<file path="src/rtl/priv_1_12_clint.sv">
// priv_1_12_clint: machine timer / software interrupt source for hart 0.
// Holds mtime, mtimecmp and msip behind a word-wide request/ack port and drives
// MTIP/MSIP toward the core's interrupt interface.
module priv_1_12_clint #(
    parameter int PRESCALE = 1
) (
    input  logic        CLK,
    input  logic        nRST,
    input  logic        req,
    input  logic        wen,
    input  logic [15:0] addr,
    input  logic [31:0] wdata,
    input  logic [3:0]  byte_en,
    output logic [31:0] rdata,
    output logic        ack,
    output logic [63:0] mtime,
    output logic        timer_int,
    output logic        soft_int
);

    localparam int            PW      = $clog2(PRESCALE + 1);
    localparam logic [PW-1:0] PRE_MAX = PW'(PRESCALE - 1);

    // Word offsets (addr[15:2]) of the architected registers
    localparam logic [13:0] OFF_MSIP  = 14'h0000;
    localparam logic [13:0] OFF_CMP_L = 14'h1000;
    localparam logic [13:0] OFF_CMP_H = 14'h1001;
    localparam logic [13:0] OFF_MT_L  = 14'h2FFE;
    localparam logic [13:0] OFF_MT_H  = 14'h2FFF;

    typedef enum logic {IDLE, ACK} state_t;

    state_t        state_q, state_d;
    logic [PW-1:0] presc_q, presc_d;
    logic [63:0]   mtime_q, mtime_d;
    logic [63:0]   mtimecmp_q, mtimecmp_d;
    logic          msip_q, msip_d;
    logic          timer_int_q, timer_int_d;
    logic [31:0]   rdata_q, rdata_d;

    logic          accept;
    logic          wr;
    logic          tick;
    logic [31:0]   rd_val;
    logic          unused_addr_bits;

    // Sub-word address bits carry no meaning on a word-aligned port
    assign unused_addr_bits = ^addr[1:0];

    // Merge write data into an existing word, one byte lane at a time
    function automatic logic [31:0] merge_bytes(input logic [31:0] old_w,
                                                input logic [31:0] new_w,
                                                input logic [3:0]  be);
        logic [31:0] res;
        for (int i = 0; i < 4; i++) begin
            res[8*i +: 8] = be[i] ? new_w[8*i +: 8] : old_w[8*i +: 8];
        end
        return res;
    endfunction

    // State register and all architectural flops; reset aborts any open transfer
    always_ff @(posedge CLK or negedge nRST) begin
        if (!nRST) begin
            state_q     <= IDLE;
            presc_q     <= '0;
            mtime_q     <= '0;
            mtimecmp_q  <= '1;
            msip_q      <= 1'b0;
            timer_int_q <= 1'b0;
            rdata_q     <= '0;
        end else begin
            state_q     <= state_d;
            presc_q     <= presc_d;
            mtime_q     <= mtime_d;
            mtimecmp_q  <= mtimecmp_d;
            msip_q      <= msip_d;
            timer_int_q <= timer_int_d;
            rdata_q     <= rdata_d;
        end
    end

    // Next-state: accept in IDLE, always return from ACK (req held in ACK is ignored)
    always_comb begin
        state_d = state_q;
        case (state_q)
            IDLE:    if (req) state_d = ACK;
            ACK:     state_d = IDLE;
            default: state_d = IDLE;
        endcase
    end

    // FSM outputs: acceptance strobe and one-cycle ack
    always_comb begin
        accept = (state_q == IDLE) && req;
        wr     = accept && wen;
        ack    = (state_q == ACK);
    end

    // Read mux; unmapped offsets read as zero
    always_comb begin
        rd_val = '0;
        case (addr[15:2])
            OFF_MSIP:  rd_val = {31'b0, msip_q};
            OFF_CMP_L: rd_val = mtimecmp_q[31:0];
            OFF_CMP_H: rd_val = mtimecmp_q[63:32];
            OFF_MT_L:  rd_val = mtime_q[31:0];
            OFF_MT_H:  rd_val = mtime_q[63:32];
            default:   rd_val = '0;
        endcase
    end

    // Prescaler: tick on the cycle the count sits at PRESCALE-1
    always_comb begin
        tick    = (presc_q == PRE_MAX);
        presc_d = tick ? '0 : presc_q + PW'(1);
    end

    // Register updates; an mtime write on a tick cycle suppresses the increment entirely
    always_comb begin
        mtime_d    = mtime_q;
        mtimecmp_d = mtimecmp_q;
        msip_d     = msip_q;
        if (tick) mtime_d = mtime_q + 64'd1;
        if (wr) begin
            case (addr[15:2])
                OFF_MSIP:  if (byte_en[0]) msip_d = wdata[0];
                OFF_CMP_L: mtimecmp_d[31:0]  = merge_bytes(mtimecmp_q[31:0], wdata, byte_en);
                OFF_CMP_H: mtimecmp_d[63:32] = merge_bytes(mtimecmp_q[63:32], wdata, byte_en);
                OFF_MT_L:  mtime_d = {mtime_q[63:32], merge_bytes(mtime_q[31:0], wdata, byte_en)};
                OFF_MT_H:  mtime_d = {merge_bytes(mtime_q[63:32], wdata, byte_en), mtime_q[31:0]};
                default:   ;
            endcase
        end
    end

    // Registered compare and read-data capture (rdata is zero outside the ack cycle)
    always_comb begin
        timer_int_d = (mtime_q >= mtimecmp_q);
        rdata_d     = (accept && !wen) ? rd_val : 32'd0;
    end

    assign rdata     = rdata_q;
    assign mtime     = mtime_q;
    assign timer_int = timer_int_q;
    assign soft_int  = msip_q;

endmodule

</file>
<file path="config.mk">
export PLATFORM = sky130hd
export DESIGN_NAME = priv_1_12_clint
export DESIGN_NICKNAME = d
export VERILOG_FILES = /design/src/rtl/priv_1_12_clint.sv
export SDC_FILE = /design/constraint.sdc
export NUM_CORES = 1
export LEC_CHECK = 0
export ABC_AREA = 1
export CAP_MARGIN = 20
export CELL_PAD_IN_SITES_DETAIL_PLACEMENT = 0
export CELL_PAD_IN_SITES_GLOBAL_PLACEMENT = 2
export CORE_MARGIN = 2
export CORE_UTILIZATION = 31
export DETAILED_ROUTE_END_ITERATION = 12
export GPL_ROUTABILITY_DRIVEN = 0
export PLACE_DENSITY_LB_ADDON = 0.25
export RECOVER_POWER = 100
export SYNTH_ARGS = -nofsm -noshare
export SYNTH_HDL_FRONTEND = slang
export SYNTH_SLANG_ARGS = --single-unit
export TNS_END_PERCENT = 1
</file>
<file path="constraint.sdc">
create_clock -name CLK -period 1.8 [get_ports CLK]
set_input_delay 0.36 -clock CLK [delete_from_list [all_inputs] [get_ports CLK]]
set_output_delay 0.36 -clock CLK [all_outputs]
set_load 0.005 [all_outputs]
</file>
==> results.sh <==
export IMPL_grt_use_met3_pct=3.19
export IMPL_clockBufferDepth=2
export IMPL_finalWorstSetupSlack_ps=-126
export IMPL_clkTransAtPathRegs_ps=70
export IMPL_status="finished with violations"
export IMPL_fp_dieH_um=199
export IMPL_die_w_um=199
export IMPL_fmax_mhz=519
export IMPL_design_area_um2=17600
export IMPL_ant_nets=0
export IMPL_hold_end="mtimecmp_q[62]"
export IMPL_fin_nets=2383
export IMPL_cp_end_kind="register"
export IMPL_fin_worst_skew_ps=8.74
export IMPL_grt_pass1_vias=13201
export IMPL_synthFlopType="dfrtp_1"
export IMPL_cpMaxStageDelayCell="dfrtp_2"
export IMPL_ys_seq_elements=163
export IMPL_placed_area_um2=16500
export IMPL_hold_path_startpoint="wdata[30]"
export IMPL_cp_required_ps=2210
export IMPL_vias=13490
export IMPL_rows=71
export IMPL_cts_root_buf="clkbuf_16"
export IMPL_path_buf_inv=2
export IMPL_cts_inserted_buffers=17
export IMPL_hold_path_depth=3
export IMPL_clock_sinks=163
export IMPL_ir_drop_uv=510
export IMPL_hpwl_mm=42.3
export IMPL_syn_area_per_cell_um2=6.58
export IMPL_arrival_ps=2330
export IMPL_violations="negative setup slack"
export IMPL_synth_nets=1914
export IMPL_vias_per_cell=4.84
export IMPL_synthArstFlopShare_pct=100
export IMPL_overflow=0
export IMPL_htree_levels=4
export IMPL_hold_viol=0
export IMPL_grtUsageMet2_pct=44.7
export IMPL_setup_violations=22
export IMPL_synth_seq_area_share_pct=35.2
export IMPL_grt_max_degree=46
export IMPL_critical_path_class="reg -> reg"
export IMPL_dp_slack_ps=-534
export IMPL_use_met1_pct=36.7
export IMPL_dr_pass1_iters=6
export IMPL_worst_pin_slew_ps=982
export IMPL_drv_cap=0
export IMPL_crit_fanout=4
export IMPL_r2r_end="timer_int"
export IMPL_r2r_start="mtime[24]"
export IMPL_clk_latency_ps=470
export IMPL_holdCritPathClass="in -> reg"
export IMPL_routed_wl_mm=52.6
export IMPL_io_buffers=152
export IMPL_start_util_pct=31.4
export IMPL_yosys_warnings=0
export IMPL_n_fill_cell=4033
export IMPL_dieArea_um2=39700
export IMPL_final_common_cell="nand2_1"
export IMPL_pin_count=155
export IMPL_finalSetupTns_ps=-861
export IMPL_max_stage_delay_ps=470
export IMPL_leakage_nw=8.09
export IMPL_rsz0062_at_grt="true"
export IMPL_power_density_nw_per_um2=527
export IMPL_tritoncts="yes"
export IMPL_syn_area_um2=11800
export IMPL_crit_family="simple AND/OR/NAND/NOR gates"
export IMPL_area_delta_synth_final_pct=48.9
export IMPL_ys_types=42
export IMPL_drt_iter0_drc=1067
export IMPL_totalPowerFinal_mw=9.26
export IMPL_drc=0
export IMPL_syn_inst=1793
export IMPL_rr_worst_depth=8
export IMPL_finalCritPeriodShare_pct=107
export IMPL_fp_coreArea_um2=37600
export IMPL_min_period_ps=1930
export IMPL_worst_setup_path_start_kind="register"
export IMPL_grt_antenna_before_repair=0
export IMPL_synth_edff_count=0
export IMPL_critical_path_cell_chain="buf_6 -> ha_1 -> nand4_1 -> nor3_2 -> buf_4 -> and3b_1 -> nand2_1 -> nand3_1"
export IMPL_grt_pass1_wl_mm=78.8
export IMPL_drv_slew=0
export IMPL_layout_common_cells="nand2_1 (525), nor2_1 (302), buf_4 (262)"
export IMPL_grt_busiest_layer="met2"
export IMPL_track_usage_pct=27.0
export IMPL_maxSlewHeadroom_pct=34.5
export IMPL_rrSetupSlack_ps=-130
export IMPL_layout_drive_gt1_share_pct=25.9
export IMPL_diodes=0
export IMPL_wl_per_cell_um=18.9
-- metrics by stage --
step	cells	utilization, %	hold slack [ps]
after detailed placement	2740	43.9	296
final	2786	46.8	467
after global routing	2786	46.8	482
after floorplan	1793	-	64.4
after CTS	2783	46.4	370
after global placement	2740	43.9	300
-- how the worst max path moves through the flow --
stage                        start        end  slack [ps]  cells past startpoint
floorplan                 mtime[0]  mtime[42]         100                     11
global placement           addr[7]  rdata[21]        -510                     10
detailed placement         addr[8]  rdata[21]        -530                     10
CTS                 mtimecmp_q[31]  timer_int        -170                      9
global route              mtime[0]  mtime[51]        -180                     10
finish                   mtime[24]  timer_int        -130                      8
-- report_power, final --
group | total [mW] | switching, mW | internal (mW)
clock network | 4.12 | 1.62 | 2.50
logic | 1.31 | 0.696 | 0.614
registers | 3.84 | 0.0904 | 3.75
-- flip-flops by register name, indices dropped and copies added (netlist names) --
register and cells:
ack 1, mtime 64, mtimecmp_q 64, rdata 32
soft_int 1, timer_int 1
-- worst min-delay path, stage by stage --
cell	delay [ps]
clkdlybuf4s50_1	430
inv_1	80
o21ai_1	70
-- cells by family (layout without fill, tap and decap cells) --
kind of cell	after synthesis	in the layout	share of synthesized area, %
adders and majority gates	65	65	6.89
xor gates and xnor gates	6	6	0.445
buffers and inverters	257	739	9.25
and+or+nand+nor	1005	1005	34.8
DFF	163	163	35.2
AOI/OAI and AO/OA	297	297	13.4
-- layer usage --
| metal | up-vias | share of wire, % |
|---|---|---|
| met5 | - | 0 |
| met4 | 0 | 2.3 |
| met3 | 63 | 5.5 |
| met2 | 438 | 47 |
| met1 | 6335 | 45 |
| li1 | 6654 | - |
-- cell type report --
type / count / area [um^2] / area share, %
Clock inverter: 9 / 179 / 1.02
Tap cell: 511 / 639 / 3.64
Timing Repair Buffer: 495 / 4310 / 24.5
Multi-Input combinational cell: 1373 / 7000 / 39.8
Inverter: 212 / 802 / 4.56
Clock buffer: 23 / 458 / 2.61
Sequential cell: 163 / 4190 / 23.8
-- cell usage after synthesis, types with 2 or more instances --
cell | number | area share, %
dfrtp_1 | 99 | 21
o211ai_2 | 3 | 0.32
nor2_2 | 9 | 0.48
nor2_4 | 2 | 0.19
nor3_2 | 3 | 0.25
nand2_4 | 2 | 0.19
o21ai_1 | 51 | 2.2
a31oi_1 | 2 | 0.11
buf_2 | 21 | 0.89
ha_1 | 65 | 6.9
nor3_4 | 3 | 0.41
nor3_1 | 7 | 0.30
dfstp_2 | 64 | 14
nand2_1 | 537 | 17
buf_4 | 8 | 0.51
and3b_1 | 2 | 0.15
nor4_1 | 2 | 0.11
nand2_2 | 9 | 0.48
buf_6 | 9 | 0.86
o22ai_1 | 27 | 1.4
inv_2 | 6 | 0.19
o211ai_1 | 5 | 0.32
a21oi_1 | 78 | 3.3
o21a_1 | 4 | 0.25
and2_1 | 2 | 0.11
nand4_1 | 20 | 1.1
inv_1 | 204 | 6.5
nand3_4 | 2 | 0.30
nand3_2 | 2 | 0.17
o21ai_0 | 124 | 5.3
clkbuf_1 | 7 | 0.22
nand3_1 | 54 | 2.3
xor2_1 | 5 | 0.37
nor2_1 | 347 | 11
-- timing repair --
item / CTS / global route
gates cloned: 0 / 0
resized for setup: 162 / 109
setup buffers: 10 / 3
endpoints found under the setup margin: 114 / 167
pin swaps: 3 / 14
hold endpoints to repair: 18 / 0
hold buffers: 1 / 0
(Power assumes the default switching activity.)
